**src/rtl/multicycle_ctrl.sv**
```systemverilog
// -----------------------------------------------------------------------------
// multicycle_ctrl
//
// Purpose:
//   Control unit for a multicycle LEGv8-style datapath. Sequences fetch,
//   decode, address generation, memory access, register execution, write-back
//   and conditional branch (CBZ). A per-state watchdog turns a stalled memory
//   handshake into a sticky fault state, and a 16-bit counter reports the number
//   of completed instructions.
//
// Ports:
//   clk          rising-edge clock
//   reset        synchronous, active-low reset
//   instr[10:0]  opcode field IR[31:21], valid from DECODE onward
//   zero         ALU zero flag (CBZ condition)
//   mem_ready    completion strobe for the outstanding memory request
//   mem_req      memory request, held until mem_ready
//   memRead      read qualifier (valid with mem_req)
//   memWrite     write qualifier (valid with mem_req)
//   IRWrite      instruction register load
//   PCWrite      program counter load
//   PCSrc        PC source: 0 = PC+4, 1 = branch target
//   reg2loc      register-file read-port-2 address select
//   AluSrc       ALU B operand select: 0 = register, 1 = immediate
//   memtoReg     write-back source: 0 = ALU, 1 = memory
//   regWrite     register-file write enable
//   AluControl   ALU operation
//   state        current state encoding (debug)
//   retired      completed-instruction count, wraps at 16 bits
//   error        fault flag, set while in ERROR (only reset leaves ERROR)
//
// States:
//   state  | code | meaning
//   FETCH  |  0   | instruction read; IR and PC+4 load on mem_ready
//   DECODE |  1   | opcode captured into op_q, dispatch by opcode
//   ADDR   |  2   | effective address = base + offset (LDUR/STUR)
//   MEMACC |  3   | data memory access, wait for mem_ready
//   WB_LD  |  4   | load data written to register file
//   EXEC_R |  5   | R-type ALU operation
//   WB_R   |  6   | R-type result written to register file
//   BRANCH |  7   | CBZ: pass B through ALU, take branch on zero
//   ERROR  |  8   | illegal opcode or memory timeout; reset only
// -----------------------------------------------------------------------------
module multicycle_ctrl #(
  parameter int TIMEOUT = 15
) (
  input  logic        clk,
  input  logic        reset,
  input  logic [10:0] instr,
  input  logic        zero,
  input  logic        mem_ready,
  output logic        mem_req,
  output logic        memRead,
  output logic        memWrite,
  output logic        IRWrite,
  output logic        PCWrite,
  output logic        PCSrc,
  output logic        reg2loc,
  output logic        AluSrc,
  output logic        memtoReg,
  output logic        regWrite,
  output logic [3:0]  AluControl,
  output logic [3:0]  state,
  output logic [15:0] retired,
  output logic        error
);

  typedef enum logic [3:0] {
    S_FETCH  = 4'd0,
    S_DECODE = 4'd1,
    S_ADDR   = 4'd2,
    S_MEMACC = 4'd3,
    S_WB_LD  = 4'd4,
    S_EXEC_R = 4'd5,
    S_WB_R   = 4'd6,
    S_BRANCH = 4'd7,
    S_ERROR  = 4'd8
  } state_t;

  localparam logic [10:0] OP_LDUR = 11'b11111000010;
  localparam logic [10:0] OP_STUR = 11'b11111000000;
  localparam logic [10:0] OP_ADD  = 11'b10001011000;
  localparam logic [10:0] OP_SUB  = 11'b11001011000;
  localparam logic [10:0] OP_AND  = 11'b10001010000;
  localparam logic [10:0] OP_ORR  = 11'b10101010000;

  localparam logic [3:0] ALU_AND   = 4'b0000;
  localparam logic [3:0] ALU_ORR   = 4'b0001;
  localparam logic [3:0] ALU_ADD   = 4'b0010;
  localparam logic [3:0] ALU_SUB   = 4'b0110;
  localparam logic [3:0] ALU_PASSB = 4'b0111;

  // Watchdog fires on the cycle the count reaches TIMEOUT-1, so a request is
  // given exactly TIMEOUT cycles in the waiting state before the fault.
  localparam logic [7:0] WD_LIMIT = 8'(TIMEOUT - 1);

  state_t      state_q, state_d;
  logic [7:0]  wd_q, wd_d;
  logic [15:0] retired_q, retired_d;
  logic [10:0] op_q, op_d;

  logic        op_is_stur;
  logic        op_is_ldur;
  logic [3:0]  alu_r;
  logic        retire;

  // Later states work from the opcode captured in DECODE, so the instr bus
  // may change once DECODE has passed.
  always_comb begin
    op_is_stur = (op_q == OP_STUR);
    op_is_ldur = (op_q == OP_LDUR);
    alu_r      = ALU_AND;
    case (op_q)
      OP_ADD:  alu_r = ALU_ADD;
      OP_SUB:  alu_r = ALU_SUB;
      OP_AND:  alu_r = ALU_AND;
      OP_ORR:  alu_r = ALU_ORR;
      default: alu_r = ALU_AND;
    endcase
  end

  always_comb begin
    state_d    = state_q;
    op_d       = op_q;
    retire     = 1'b0;
    mem_req    = 1'b0;
    memRead    = 1'b0;
    memWrite   = 1'b0;
    IRWrite    = 1'b0;
    PCWrite    = 1'b0;
    PCSrc      = 1'b0;
    reg2loc    = 1'b0;
    AluSrc     = 1'b0;
    memtoReg   = 1'b0;
    regWrite   = 1'b0;
    AluControl = 4'b0000;

    case (state_q)
      S_FETCH: begin
        mem_req = 1'b1;
        memRead = 1'b1;
        // A completing handshake wins over a watchdog expiry in the same cycle.
        if (mem_ready) begin
          IRWrite = 1'b1;
          PCWrite = 1'b1;
          state_d = S_DECODE;
        end else if (wd_q == WD_LIMIT) begin
          state_d = S_ERROR;
        end
      end

      S_DECODE: begin
        op_d = instr;
        casez (instr)
          OP_LDUR, OP_STUR:                 state_d = S_ADDR;
          OP_ADD, OP_SUB, OP_AND, OP_ORR:   state_d = S_EXEC_R;
          11'b10110100???:                  state_d = S_BRANCH;
          default:                          state_d = S_ERROR;
        endcase
      end

      S_ADDR: begin
        AluSrc     = 1'b1;
        AluControl = ALU_ADD;
        reg2loc    = op_is_stur;
        state_d    = S_MEMACC;
      end

      S_MEMACC: begin
        mem_req    = 1'b1;
        AluSrc     = 1'b1;
        AluControl = ALU_ADD;
        memRead    = op_is_ldur;
        memWrite   = op_is_stur;
        if (mem_ready) begin
          if (op_is_ldur) begin
            state_d = S_WB_LD;
          end else begin
            // A store has nothing left to write back; it retires here.
            retire  = 1'b1;
            state_d = S_FETCH;
          end
        end else if (wd_q == WD_LIMIT) begin
          state_d = S_ERROR;
        end
      end

      S_WB_LD: begin
        regWrite = 1'b1;
        memtoReg = 1'b1;
        retire   = 1'b1;
        state_d  = S_FETCH;
      end

      S_EXEC_R: begin
        AluControl = alu_r;
        state_d    = S_WB_R;
      end

      S_WB_R: begin
        regWrite   = 1'b1;
        AluControl = alu_r;
        retire     = 1'b1;
        state_d    = S_FETCH;
      end

      S_BRANCH: begin
        reg2loc    = 1'b1;
        AluControl = ALU_PASSB;
        PCWrite    = zero;
        PCSrc      = zero;
        retire     = 1'b1;
        state_d    = S_FETCH;
      end

      S_ERROR: begin
        state_d = S_ERROR;
      end

      default: begin
        state_d = S_ERROR;
      end
    endcase
  end

  // Watchdog only accumulates while a memory request is outstanding and is
  // cleared on every state change, so each wait is timed independently.
  always_comb begin
    wd_d = wd_q;
    if (state_d != state_q) begin
      wd_d = 8'd0;
    end else if (((state_q == S_FETCH) || (state_q == S_MEMACC)) && !mem_ready) begin
      wd_d = wd_q + 8'd1;
    end
  end

  always_comb begin
    retired_d = retired_q + {15'd0, retire};
  end

  always_ff @(posedge clk) begin
    if (!reset) begin
      state_q   <= S_FETCH;
      wd_q      <= 8'd0;
      retired_q <= 16'd0;
      op_q      <= 11'd0;
    end else begin
      state_q   <= state_d;
      wd_q      <= wd_d;
      retired_q <= retired_d;
      op_q      <= op_d;
    end
  end

  assign state   = state_q;
  assign retired = retired_q;
  // ERROR is only left through reset, so the state itself holds the flag.
  assign error   = (state_q == S_ERROR);

endmodule

```
**config.mk**
```make
export PLATFORM = sky130hd
export DESIGN_NAME = multicycle_ctrl
export DESIGN_NICKNAME = d
export VERILOG_FILES = /design/src/rtl/multicycle_ctrl.sv
export SDC_FILE = /design/constraint.sdc
export NUM_CORES = 1
export LEC_CHECK = 0
export ABC_AREA = 1
export ABC_CLOCK_PERIOD_IN_PS = 2400
export CAP_MARGIN = 0
export CORE_MARGIN = 2
export CORE_UTILIZATION = 50
export CTS_CLUSTER_SIZE = 16
export DETAILED_ROUTE_END_ITERATION = 8
export DONT_BUFFER_PORTS = 1
export GPL_TIMING_DRIVEN = 0
export PLACE_DENSITY = 0.76
export REMOVE_ABC_BUFFERS = 1
export SYNTH_ARGS = -nofsm -noshare
export SYNTH_HDL_FRONTEND = slang
export SYNTH_SLANG_ARGS = --single-unit
```
**constraint.sdc**
```tcl
create_clock -name clk -period 2.4 [get_ports clk]
set_input_delay 0.48 -clock clk [delete_from_list [all_inputs] [get_ports clk]]
set_output_delay 0.48 -clock clk [all_outputs]
set_load 0.1 [all_outputs]
```
# [After elaboration in Yosys (flattened, before gate mapping)]
# Cells that the tools add are included.
[totals] ramBits=0 latchBits=0 mem_bits_ro=0 wordCells=63 regBits=39 mem_count=0 inputBits=15
[op_classes] addsub=2 shifts=0 n_lt_le_gt_ge=0 reduce_logical=12 n_mux=22 mul=0 n_div=0 bitwise=1 n_eq_ne=22
[op_table] operator="11-bit == test (second input constant)" n=11
[op_table] operator="4-bit one-hot mux with 3 select lines" n=2
[op_table] operator="4-bit one-hot mux with 6 select lines" n=1
[op_table] operator="16-bit by 1-bit adder with 16-bit output" n=1
[op_table] operator="4-bit by 3-bit == test with 1-bit output (second input constant)" n=4
[op_table] operator="4-bit two-way mux" n=3
[op_table] operator="2-bit OR reduction" n=6
[op_table] operator="1-bit two-way mux" n=10
[op_table] operator="3-bit one-hot mux with 3 select lines" n=1
[op_table] operator="8-bit by 1-bit adder with 8-bit output (second input constant)" n=1
[op_table] operator="4-bit by 2-bit == test with 1-bit output (second input constant)" n=2
[op_table] operator="8-bit by 4-bit == test with 1-bit output (second input constant)" n=1
[op_table] operator="8-bit == test (second input constant)" n=1
[op_table] operator="1-bit one-hot mux with 2 select lines" n=4
[op_table] operator="4-bit by 1-bit == test with 1-bit output (second input constant)" n=1
[op_table] operator="4-bit == test (second input constant)" n=1
[op_table] operator="4-bit logical NOT" n=1
[op_table] operator="4-bit != test" n=1
[op_table] operator="4-bit OR reduction" n=1
[op_table] operator="3-bit two-way mux" n=1
[op_table] operator="3-bit OR reduction" n=1
[op_table] operator="1-bit logical AND" n=1
[op_table] operator="1-bit logical NOT" n=1
[op_table] operator="1-bit logical OR" n=1
[op_table] operator="1-bit inverter" n=1

# [Depth between registers and ports, before layout]
[depth] word_depth=6 depth_mapped=17 depth_no_buf=17

# [Least setup slack after synthesis]
# No wires, ideal clock.
[synth_timing] kind="register to output" from="reg state_q[2], in the netlist state[2]" to="out AluControl[0]" path_stages_with_launch=7 path_slack_ps=-2785 n_path_buf=0 t_arrival_ps=4705 path_cell_list="dfxtp_1 > inv_1 > nor2_1 > inv_1 > o21ai_1 > nand3_1 > o41ai_1"
[synth_between] elab_chain_cells=3 elab_cells_between_ends=8 cone_classes="eq/ne (5); mux (1); reduce/logical (2)"
[synth_lines] item="from (decl)" line_no="97" source="state_t state_q, state_d;"
[synth_lines] item="from (signal assigned)" line_no="248" source="state_q <= state_d;"
[synth_lines] item="4-bit by 3-bit == test with 1-bit output / 4-bit by 2-bit == test with 1-bit output (equally long branches)" line_no="138" source="case (state_q)"
[synth_lines] item="2-bit OR reduction (no line)"
[synth_lines] item="4-bit one-hot mux with 3 select lines (*)" line_no="138"
[synth_lines] item="to (decl)" line_no="62" source="output logic [3:0] AluControl,"
# Mark *: on every way between the ends. The rest lies on a longest branch, timed or not.

# [Worst setup path after layout]
[layout_timing] from="reg state_q[2], in the netlist state[2]" to="out AluControl[1]"
# Same word-level chain as after synthesis.

==> impl_results.rst <==
.. list-table::
   :header-rows: 1

   * - Metric
     - Value
   * - Maximum clock path buffer count
     - 2
   * - Mapped cell area
     - 0.002190 mm2
   * - Fillers
     - 340
   * - Power density of the placed cells
     - 462.1 mW/mm2
   * - Largest fanout on the critical path
     - 4
   * - Mean routed wirelength per cell
     - 13.72 um
   * - Start point of the worst min-delay path
     - reset
   * - Total of max-cap violations
     - 0
   * - Post-synthesis sequential element count
     - 39
   * - Ratio of routed vias to standard cells
     - 5.306
   * - Number of iterations in the first detailed-routing pass
     - 6
   * - Vias in the first global route
     - 2123
   * - Total chip power
     - 1.367 mW
   * - Max Transition Viols Final
     - 0
   * - Worst-path cell with the longest stage delay
     - sky130_fd_sc_hd__nand4_1
   * - Sequential power share
     - 51.2%
   * - Clock buffer count from CTS
     - 5
   * - Sequential cell area fraction in the yosys report
     - 35.66%
   * - Synthesis-to-layout area growth
     - 35.09%
   * - Slew at the pin closest to its max-slew limit
     - 1.191 ns
   * - DRC marker count from the first detailed-route iteration
     - 78
   * - Violations in the final reports
     - setup timing
   * - Final cell area excluding filler cells
     - 0.002958 mm2
   * - Synth cell types
     - 34
   * - Post-route clock period utilization
     - 114.0%
   * - Standard-cell rows
     - 24
   * - Number of cells produced by synthesis
     - 322
   * - Number of antenna violations at the first check in global routing
     - 0
   * - Maximum number of pins on one net before global-route repair
     - 27
   * - Storage element area
     - 797.0 um2
   * - IR drop worst, VDD
     - 0.0004018 V
   * - Unrepaired setup endpoints after global routing
     - true
   * - Slowest cell delay on critical path
     - 0.79 ns
   * - Post-route antenna net violation count
     - 0
   * - Top cell type's share of synthesized area
     - 35.66%
   * - Nets
     - 375
   * - Count of final hold-check violations
     - 0
   * - CTS clock-pin slew for the worst setup and hold paths
     - 0.07 ns
   * - Total congestion overflow
     - 0
   * - Io pins
     - 50
   * - Number of flops mapped to enable cells by yosys
     - 0
   * - Internal power component
     - 0.9336 mW
   * - Clock tree root buffer cell
     - sky130_fd_sc_hd__clkbuf_8
   * - Worst path required time
     - 1.92 ns
   * - Tmin final
     - 2.737 ns
   * - Sort of element at the start of the critical path
     - register
   * - Post-route clock skew
     - 0.004867 ns
   * - Net switching power
     - 0.4332 mW
   * - Hold/Removal Path Class
     - primary input to register
   * - Per-instance average area after synthesis
     - 6.800 um2
   * - Initial Util
     - 50.99%
   * - Fraction of layout instances using a drive strength above 1
     - 33.33%
   * - Endpoint arrival time on the critical path
     - 2.26 ns
   * - Top post-synthesis cells by area
     - sky130_fd_sc_hd__dfxtp_1 (36%), sky130_fd_sc_hd__nand2_1 (8.7%), sky130_fd_sc_hd__nor2_1 (8.6%)
   * - Most common flop cell mapped by yosys
     - sky130_fd_sc_hd__dfxtp_1
   * - Half-perimeter wire length of the detailed placement result
     - 3521 um
   * - Clk network pwr share
     - 31.0%
   * - Leak
     - 1.282 nW
   * - Dpl cells
     - 372
   * - Delay-heaviest family, CP
     - simple AND/OR/NAND/NOR gates
   * - DP Worst Slack
     - -1.081 ns
   * - Type of destination of the critical path
     - output port
   * - Category of the most critical setup path
     - register to output port
   * - Reg-to-reg setup timing slack
     - -0.16 ns
   * - Switching share of power
     - 31.70%
   * - Series of cell instances along the critical path
     - inv_4 > nor2_4 > inv_4 > buf_4 > nor2_4 > inv_2 > nand4_1
   * - Most frequent cells after synthesis
     - sky130_fd_sc_hd__nand2_1 (51), sky130_fd_sc_hd__nor2_1 (50), sky130_fd_sc_hd__inv_1 (47)
   * - Hold-fix buffers at CTS
     - 0
   * - Dominant cell type by area after synthesis
     - sky130_fd_sc_hd__dfxtp_1
   * - Worst reg2reg endpoint
     - retired[14]
   * - Final WS setup
     - -0.3365 ns
   * - Cell with the most instances after synthesis
     - sky130_fd_sc_hd__nand2_1
   * - Area occupied by multi-input gates
     - 0.001486 mm2
   * - Depth of the worst hold-timing path
     - 2
   * - Count of placed standard cells in the final layout, fillers left out
     - 409
   * - Antenna diode count
     - 0
   * - Overall via count from detail_route
     - 2170
   * - Residual DRC count
     - 0
   * - Standard cell core area
     - 0.004294 mm2
   * - Crit path buffers/inverters
     - 4
   * - FMAX
     - 0.3654 GHz
   * - Die Span X
     - 70.18 um
   * - Comb pwr share
     - 17.8%
   * - Share of the core filled with cells in the final layout
     - 68.88%
   * - Count of input and output buffers
     - 0
   * - Hold worst-path end
     - retired[0]
   * - Total of endpoints with negative setup slack in the final report
     - 12
   * - CTS Sinks
     - 39
   * - Worst flop-to-flop path startpoint
     - state[2]
   * - Placer Congestion
     - 0.8285
   * - Total detailed-routing wirelength
     - 5612 um
   * - Wire length of the first global-routing pass
     - 9246 um
   * - Gr usage total
     - 23.28%
   * - Ys Warns
     - 0
   * - Run status
     - finished, violations left
   * - CTS tree
     - yes
   * - Placed cell area
     - 0.002318 mm2
   * - Worst max-slew margin expressed relative to the limit
     - 20.36%
   * - Die outline area
     - 0.004925 mm2
   * - Synth async-reset ratio
     - 0%
   * - CTS H-Tree Depth
     - 2
   * - Height of the die
     - 70.18 um
   * - Later-pin clock latency in the skew report
     - 0.29 ns
   * - Depth of the worst register-to-register path
     - 16
-- area by class of cell --
cell class	instances	area share, %
clock buffer	7	2.580
clock inverter	1	0.1692
inverter	55	7.656
multi-input combinational	224	50.25
sequential	39	26.95
tap	52	2.200
timing repair buffer	31	10.19
-- what timing repair did --
item,4_1_cts,5_1_grt
resized for setup,60,32
setup endpoints to repair,38,17
pin swaps,18,22
setup buffers,28,12
-- per-stage QoR --
stage          TNS, ns  hold slack, ns
6_report        -1.961          0.2819
5_1_grt         -3.382          0.2757
4_1_cts         -1.543          0.2732
3_5_place_dp    -19.59          0.4606
3_3_place_gp    -29.31          0.4437
2_1_floorplan   -21.46          0.4286
-- logic make-up (layout without fill, tap and decap cells) --
kind of cell             after synthesis  count (layout)  share of synthesized area (%)
AND/OR/NAND/NOR                      160             160                          36.00
buffers and inverters                 59              94                          10.51
AO/OA/AOI/OAI                         51              51                          12.17
flip-flops                            39              39                          35.66
XOR/XNOR                               8               8                          3.200
adder cells (fa/ha/maj)                4               4                          2.286
other                                  1               1                         0.1713
-- cells in the final DEF (no fill, tap or decap), types with 7 or more instances in the layout --
master,n
sky130_fd_sc_hd__a21oi_1,19
sky130_fd_sc_hd__buf_4,18
sky130_fd_sc_hd__buf_6,11
sky130_fd_sc_hd__dfxtp_1,34
sky130_fd_sc_hd__inv_1,41
sky130_fd_sc_hd__inv_2,7
sky130_fd_sc_hd__nand2_1,41
sky130_fd_sc_hd__nand2_2,7
sky130_fd_sc_hd__nand2_4,8
sky130_fd_sc_hd__nand3_1,13
sky130_fd_sc_hd__nand4_1,9
sky130_fd_sc_hd__nor2_1,39
sky130_fd_sc_hd__nor2_2,12
sky130_fd_sc_hd__nor2_4,16
sky130_fd_sc_hd__o21ai_0,19
sky130_fd_sc_hd__xor2_1,8
-- state kept, by name (all words and copies together) (netlist names) --
| register | count |
|---|---|
| wd_q | 8 |
| state | 4 |
| op_q | 11 |
| retired | 16 |
-- worst max-delay path by stage --
stage / from / to / slack [ns] / cells past startpoint
after floorplan: state[2] / AluControl[0] / -2.78 / 6
after global placement: state[2] / AluControl[0] / -2.98 / 6
after detailed placement: state[2] / retired[14] / -1.08 / 15
after CTS: state[2] / AluControl[1] / -0.26 / 6
after global routing: state[2] / AluControl[1] / -0.42 / 6
final: state[2] / AluControl[1] / -0.34 / 7
-- layer usage --
layer,share of wire (%),routed length [um],track usage [%]
met5,0,0,0
met4,1.8,102,8.974
met1,40,2270,26.08
met3,5.8,324,7.215
met2,52,2914,41.06
-- worst reg2reg max path, delay by kind of cell (launching register included) --
kind	cells	cell delay, ns
AO/OA/AOI/OAI	3	0.42
adder cells (fa/ha/maj)	2	0.30
buffers and inverters	4	0.34
flip-flops	1	0.58
AND/OR/NAND/NOR	7	0.82
-- power by group through the flow --
stage               sequential [mW]  clock [mW]  combinational [mW]
finish                        0.699       0.424               0.244
global route                  0.702       0.468               0.261
CTS                           0.699       0.434               0.235
detailed placement            0.714           0               0.213
global placement              0.713           0               0.197
floorplan                     0.710           0               0.179
Note: power is estimated with default switching activity, not from simulation.
==> variant 1, RTL diff (same settings) <==
The parameter `TIMEOUT` goes from 15 to 11.
--- a/src/rtl/multicycle_ctrl.sv
+++ b/src/rtl/multicycle_ctrl.sv
@@ -43,5 +43,5 @@
 // -----------------------------------------------------------------------------
 module multicycle_ctrl #(
-  parameter int TIMEOUT = 15
+  parameter int TIMEOUT = 11
 ) (
   input  logic        clk,
Function: same outputs for any inputs over 10 cycles, from zero or initial values and one cycle with reset low; that may be too few to reach the edited logic, so the function may still have changed.
==> variant 1 against the original RTL <==
The flow still finishes with violations (setup timing). Design area down 4.7%. Sequential cell count unchanged. Combinational power about the same. Wire length down 1.5%. Highest routed layer unchanged. Setup slack worse by 0.020 ns. Power grew 10%. Synthesized area grew 0.29%.
==> variant 1: results (changes against the original RTL) <==
[metrics] Worst path max stage delay: 0.92 ns (+0.13 ns)
[metrics] share of synthesized cell area in full adder, half adder and majority cells: 0.02279 (-0.00006512)
[metrics] Cell Area, Placed: 0.002285 mm2 (-1.5%)
[metrics] switching power: 0.4428 mW (+2.2%)
[metrics] Compound-Gate Fraction of Synth Area: 0.1185 (-0.003196)
[metrics] via density per instance: 5.355 (+0.94%)
[metrics] worst reg2reg startpoint: state[1]
[metrics] run status: finished, violations left
[metrics] ratio of cells with drive above 1 in the final layout: 0.2836 (-0.04971)
[metrics] Worst Path Max Fanout: 5 (+1)
[metrics] wire length of the first global-routing pass: 8790 um (-4.9%)
[metrics] CP Launch Point: state[0]
[metrics] slew at the pin closest to its max-slew limit: 1.194 ns (+0.003133 ns)
[metrics] Fill cells: 351 (+3.2%)
[metrics] Commonest cells post-synth: sky130_fd_sc_hd__inv_1 (56), sky130_fd_sc_hd__nand2_1 (49), sky130_fd_sc_hd__nor2_1 (43)
[metrics] first drt pass iteration count: 4 (-2)
[metrics] Seq/Total Area, Yosys: 0.3556 (-0.001016)
[metrics] share of synthesized area spent on multiplexers: 0.004558 (+0.004558)
[metrics] met3 wire length: 287 um (-11%)
[metrics] number of setup violations in the final report: 18 (+6)
[metrics] failing checks: setup timing
[metrics] number of global-route vias before repair: 2001 (-5.7%)
[metrics] DRT met1 WL: 2211 um (-2.6%)
[metrics] Final HPWL DP: 3576 um (+1.6%)
[metrics] cell class contributing the biggest share of worst-path delay: simple AND/OR/NAND/NOR gates
[metrics] GRT Util Overall: 0.2177 (-0.01508)
[metrics] Final Net Count: 360 (-4.0%)
[metrics] final weighted congestion in routability-driven placement: 0.8471 (+2.2%)
[metrics] Leakage Power: 1.215 nW (-5.2%)
[metrics] met2 WL post-DR: 2988 um (+2.5%)
[metrics] Num CTS Buffers: 5 (unchanged)
[metrics] number of DRC markers in iteration 0: 81 (+3.8%)
[metrics] placed cells: 371 (-0.27%)
[metrics] Final TNS setup: -1.968 ns (-0.007160 ns)
[metrics] arrival time reported for the critical path endpoint: 2.28 ns (+0.02 ns)
[metrics] Mean Syn Cell Area: 6.798 um2 (about the same)
[metrics] Worst Slack Setup Final: -0.3567 ns (-0.02015 ns)
[metrics] XOR/XNOR Fraction of Synth Area: 0.03590 (+0.003897)
[metrics] final worst clock skew: 0.006863 ns (+0.001995 ns)
[metrics] count of vias placed by the detailed router: 2110 (-2.8%)
==> variant 1: power groups by stage <==
stage                     clock (mW)  sequential (mW)  combinational, mW
final                          0.560            0.700              0.244
after global routing           0.600            0.703              0.264
after CTS                      0.575            0.699              0.222
after detailed placement           0            0.715              0.208
after global placement             0            0.714              0.196
after floorplan                    0            0.710              0.177
==> variant 1: stage by stage <==
stage | util | worst slack [ns]
2_1_floorplan | - | -1.964
5_1_grt | 0.6562 | -0.4449
4_1_cts | 0.6049 | -0.3212
3_5_place_dp | 0.5321 | -1.129
6_report | 0.6562 | -0.3567
3_3_place_gp | 0.5210 | -2.180
==> variant 1: cell families (layout without fill, tap and decap cells) <==
family                     Yosys count  after routing
AOI/OAI and AO/OA                   49             49
xor gates and xnor gates             9              9
adders and majority gates            4              4
buffers and inverters               65             84
DFF                                 39             39
muxes                                1              1
other                                1              1
and+or+nand+nor                    155            155
==> variant 1: worst min path at each step <==
| stage | startpoint | to | slack (ns) | cells past startpoint |
|---|---|---|---|---|
| after floorplan | op_q[2] | op_q[2] | 0.50 | 2 |
| after global placement | op_q[6] | op_q[6] | 0.53 | 2 |
| after detailed placement | op_q[5] | op_q[5] | 0.54 | 2 |
| after CTS | reset | retired[1] | 0.28 | 2 |
| after global routing | reset | retired[0] | 0.29 | 2 |
| final | reset | retired[0] | 0.29 | 2 |
==> variant 1: routing by layer <==
layer  GRT usage  up-vias
met5           0        -
met4     0.07479        0
met2      0.3784       51
li1            -     1062
met1      0.2547      990
met3     0.06205        7
==> variant 1: area by class of cell <==
type / instances / area share
Inverter: 60 / 0.08526
Tap cell: 52 / 0.02309
Clock buffer: 6 / 0.02931
Clock inverter: 2 / 0.01243
Multi-Input combinational cell: 219 / 0.5169
Timing Repair Buffer: 16 / 0.04929
Sequential cell: 39 / 0.2837
==> variant 1: timing repair <==
| item | in CTS | in global routing |
|---|---|---|
| setup buffers | 6 | 9 |
| hold buffers | 0 | 0 |
| endpoints found under the setup margin | 52 | 29 |
| gates resized for setup | 44 | 33 |
| gates cloned | 0 | 0 |
| pin swaps | 11 | 13 |
==> variant 2, RTL diff (same flow settings) <==
Made on the original files. Put a register stage on the output `error`, without a reset. The value now appears one clock later. The other outputs are not delayed to match.
--- a/src/rtl/multicycle_ctrl.sv
+++ b/src/rtl/multicycle_ctrl.sv
@@ -256,5 +256,7 @@
   assign retired = retired_q;
   // ERROR is only left through reset, so the state itself holds the flag.
-  assign error   = (state_q == S_ERROR);
+  always_ff @(posedge clk) begin
+    error <= (state_q == S_ERROR);
+  end
 
 endmodule
Formal check against the unedited RTL: not equivalent (Yosys sat finds a counterexample within 4 cycles, from zero or initial values and one cycle with reset low).
==> variant 2 against the original RTL <==
The run still ends with setup timing left. Synthesized area increased by 0.86%. Sequential cell count increased by 1. Wire length increased by 8.5%. Design area increased by 5.9%. First-iteration DRC count increased by 21%. Power increased by 11%. Global-route usage increased by 2.0 points. Setup slack got worse by 0.037 ns. Largest cell class unchanged. Largest power group unchanged. Highest routed layer unchanged.
==> variant 2: results (changes against the original RTL) <==
[metrics] run status: finished, violations left
[metrics] Worst Slack Setup Final: -0.3735 ns (-0.03699 ns)
[metrics] internal power contribution: 1.053 mW (+13%)
[metrics] Total Wirelength: 6091 um (+8.5%)
[metrics] clock-pin transition on the worst setup and hold timing paths: 0.09 ns (+0.02 ns)
[metrics] Final Net Count: 383 (+2.1%)
[metrics] cell class contributing the biggest share of worst-path delay: compound AO/OA/AOI/OAI gates
[metrics] GRT Util Overall: 0.2532 (+0.02047)
[metrics] Leakage Power: 1.356 nW (+5.8%)
[metrics] pin count of the biggest net entering global routing: 24 (-11%)
[metrics] Routed wire per std cell: 14.61 um (+6.5%)
[metrics] cells after synthesis: 316 (-1.9%)
[metrics] distinct cell type count after synthesis: 35 (+2.9%)
[metrics] number of setup violations in the final report: 17 (+5)
[metrics] final weighted congestion in routability-driven placement: 0.8713 (+5.2%)
[metrics] pre-CTS worst setup slack: -1.315 ns (-0.2335 ns)
[metrics] number of DRC markers in iteration 0: 94 (+21%)
[metrics] biggest area contributors in the synthesized netlist: sky130_fd_sc_hd__dfxtp_1 (36%), sky130_fd_sc_hd__inv_1 (8.3%), sky130_fd_sc_hd__nand2_1 (8.2%), sky130_fd_sc_hd__nor2_1 (6.5%), sky130_fd_sc_hd__o21ai_0 (5.7%)
[metrics] wire length of the first global-routing pass: 9846 um (+6.5%)
[metrics] ratio of cells with drive above 1 in the final layout: 0.3726 (+0.03927)
[metrics] Cell Area, Placed: 0.002317 mm2 (about the same)
[metrics] Worst path max stage delay: 0.86 ns (+0.07 ns)
[metrics] first drt pass iteration count: 4 (-2)
[metrics] number of global-route vias before repair: 2215 (+4.3%)
[metrics] maximum ir drop on the vdd rail: 351.1 uV (-13%)
[metrics] Seq/Total Area, Yosys: 0.3626 (+0.006035)
[metrics] Final HPWL DP: 3684 um (+4.6%)
[metrics] arrival time reported for the critical path endpoint: 2.29 ns (+0.03 ns)
[metrics] Slowest-stage cell, CP: sky130_fd_sc_hd__o31ai_4
[metrics] failing checks: setup timing
==> variant 2: cell families (layout without fill, tap and decap cells) <==
group,Yosys count,in the layout,synth area share
compound gates,54,54,0.1292
xor+xnor,8,8,0.03173
fa+ha+maj,4,4,0.02266
buf+inv,58,107,0.1048
flops,40,40,0.3626
other cells,1,1,0.001698
simple gates,151,151,0.3473
==> variant 2: per-stage QoR <==
step,util,hold WS (ns)
global route,0.7293,0.2733
detailed placement,0.5396,0.4715
finish,0.7293,0.2750
global placement,0.5221,0.4678
CTS,0.6920,0.2827
floorplan,-,0.4438
==> variant 2: layout make-up <==
cell class                 count  area [um2]  share of cell area
sequential                    40       817.0              0.2609
timing repair buffer          46       436.7              0.1394
inverter                      53       221.5             0.07072
multi-input combinational    218        1484              0.4738
clock inverter                 2       35.03             0.01119
clock buffer                   6       72.57             0.02317
tap                           52       65.06             0.02078
==> variant 2: power groups by stage <==
stage | registers (mW) | clock network (mW) | logic (mW)
final | 0.728 | 0.557 | 0.234
after global routing | 0.731 | 0.591 | 0.256
after CTS | 0.727 | 0.551 | 0.229
after detailed placement | 0.742 | 0 | 0.208
after global placement | 0.742 | 0 | 0.189
after floorplan | 0.738 | 0 | 0.170
==> variant 2: final timing paths <==
check / slack, ns / cells after the start / endpoint
worst min register to register: 0.48 / 2 / op_q[8]
worst max register to register: -0.34 / 18 / retired[13]
worst max-delay path: -0.37 / 6 / AluControl[0]
worst min-delay path: 0.27 / 2 / retired[1]
==> variant 2: layer usage <==
| layer | global-route usage | up-vias | wire length [um] |
|---|---|---|---|
| met2 | 0.4665 | 76 | 3209 |
| met1 | 0.2572 | 989 | 2319 |
| li1 | - | 1110 | - |
| met3 | 0.07215 | 20 | 360 |
| met4 | 0.1261 | 0 | 201 |
| met5 | 0 | - | 0 |
==> variant 2: what timing repair did <==
item                                    CTS  global route
gates resized for setup                  87            21
pin swaps                                23            18
endpoints found under the hold margin     0             0
setup buffers                            38            13
endpoints found under the setup margin   51            29
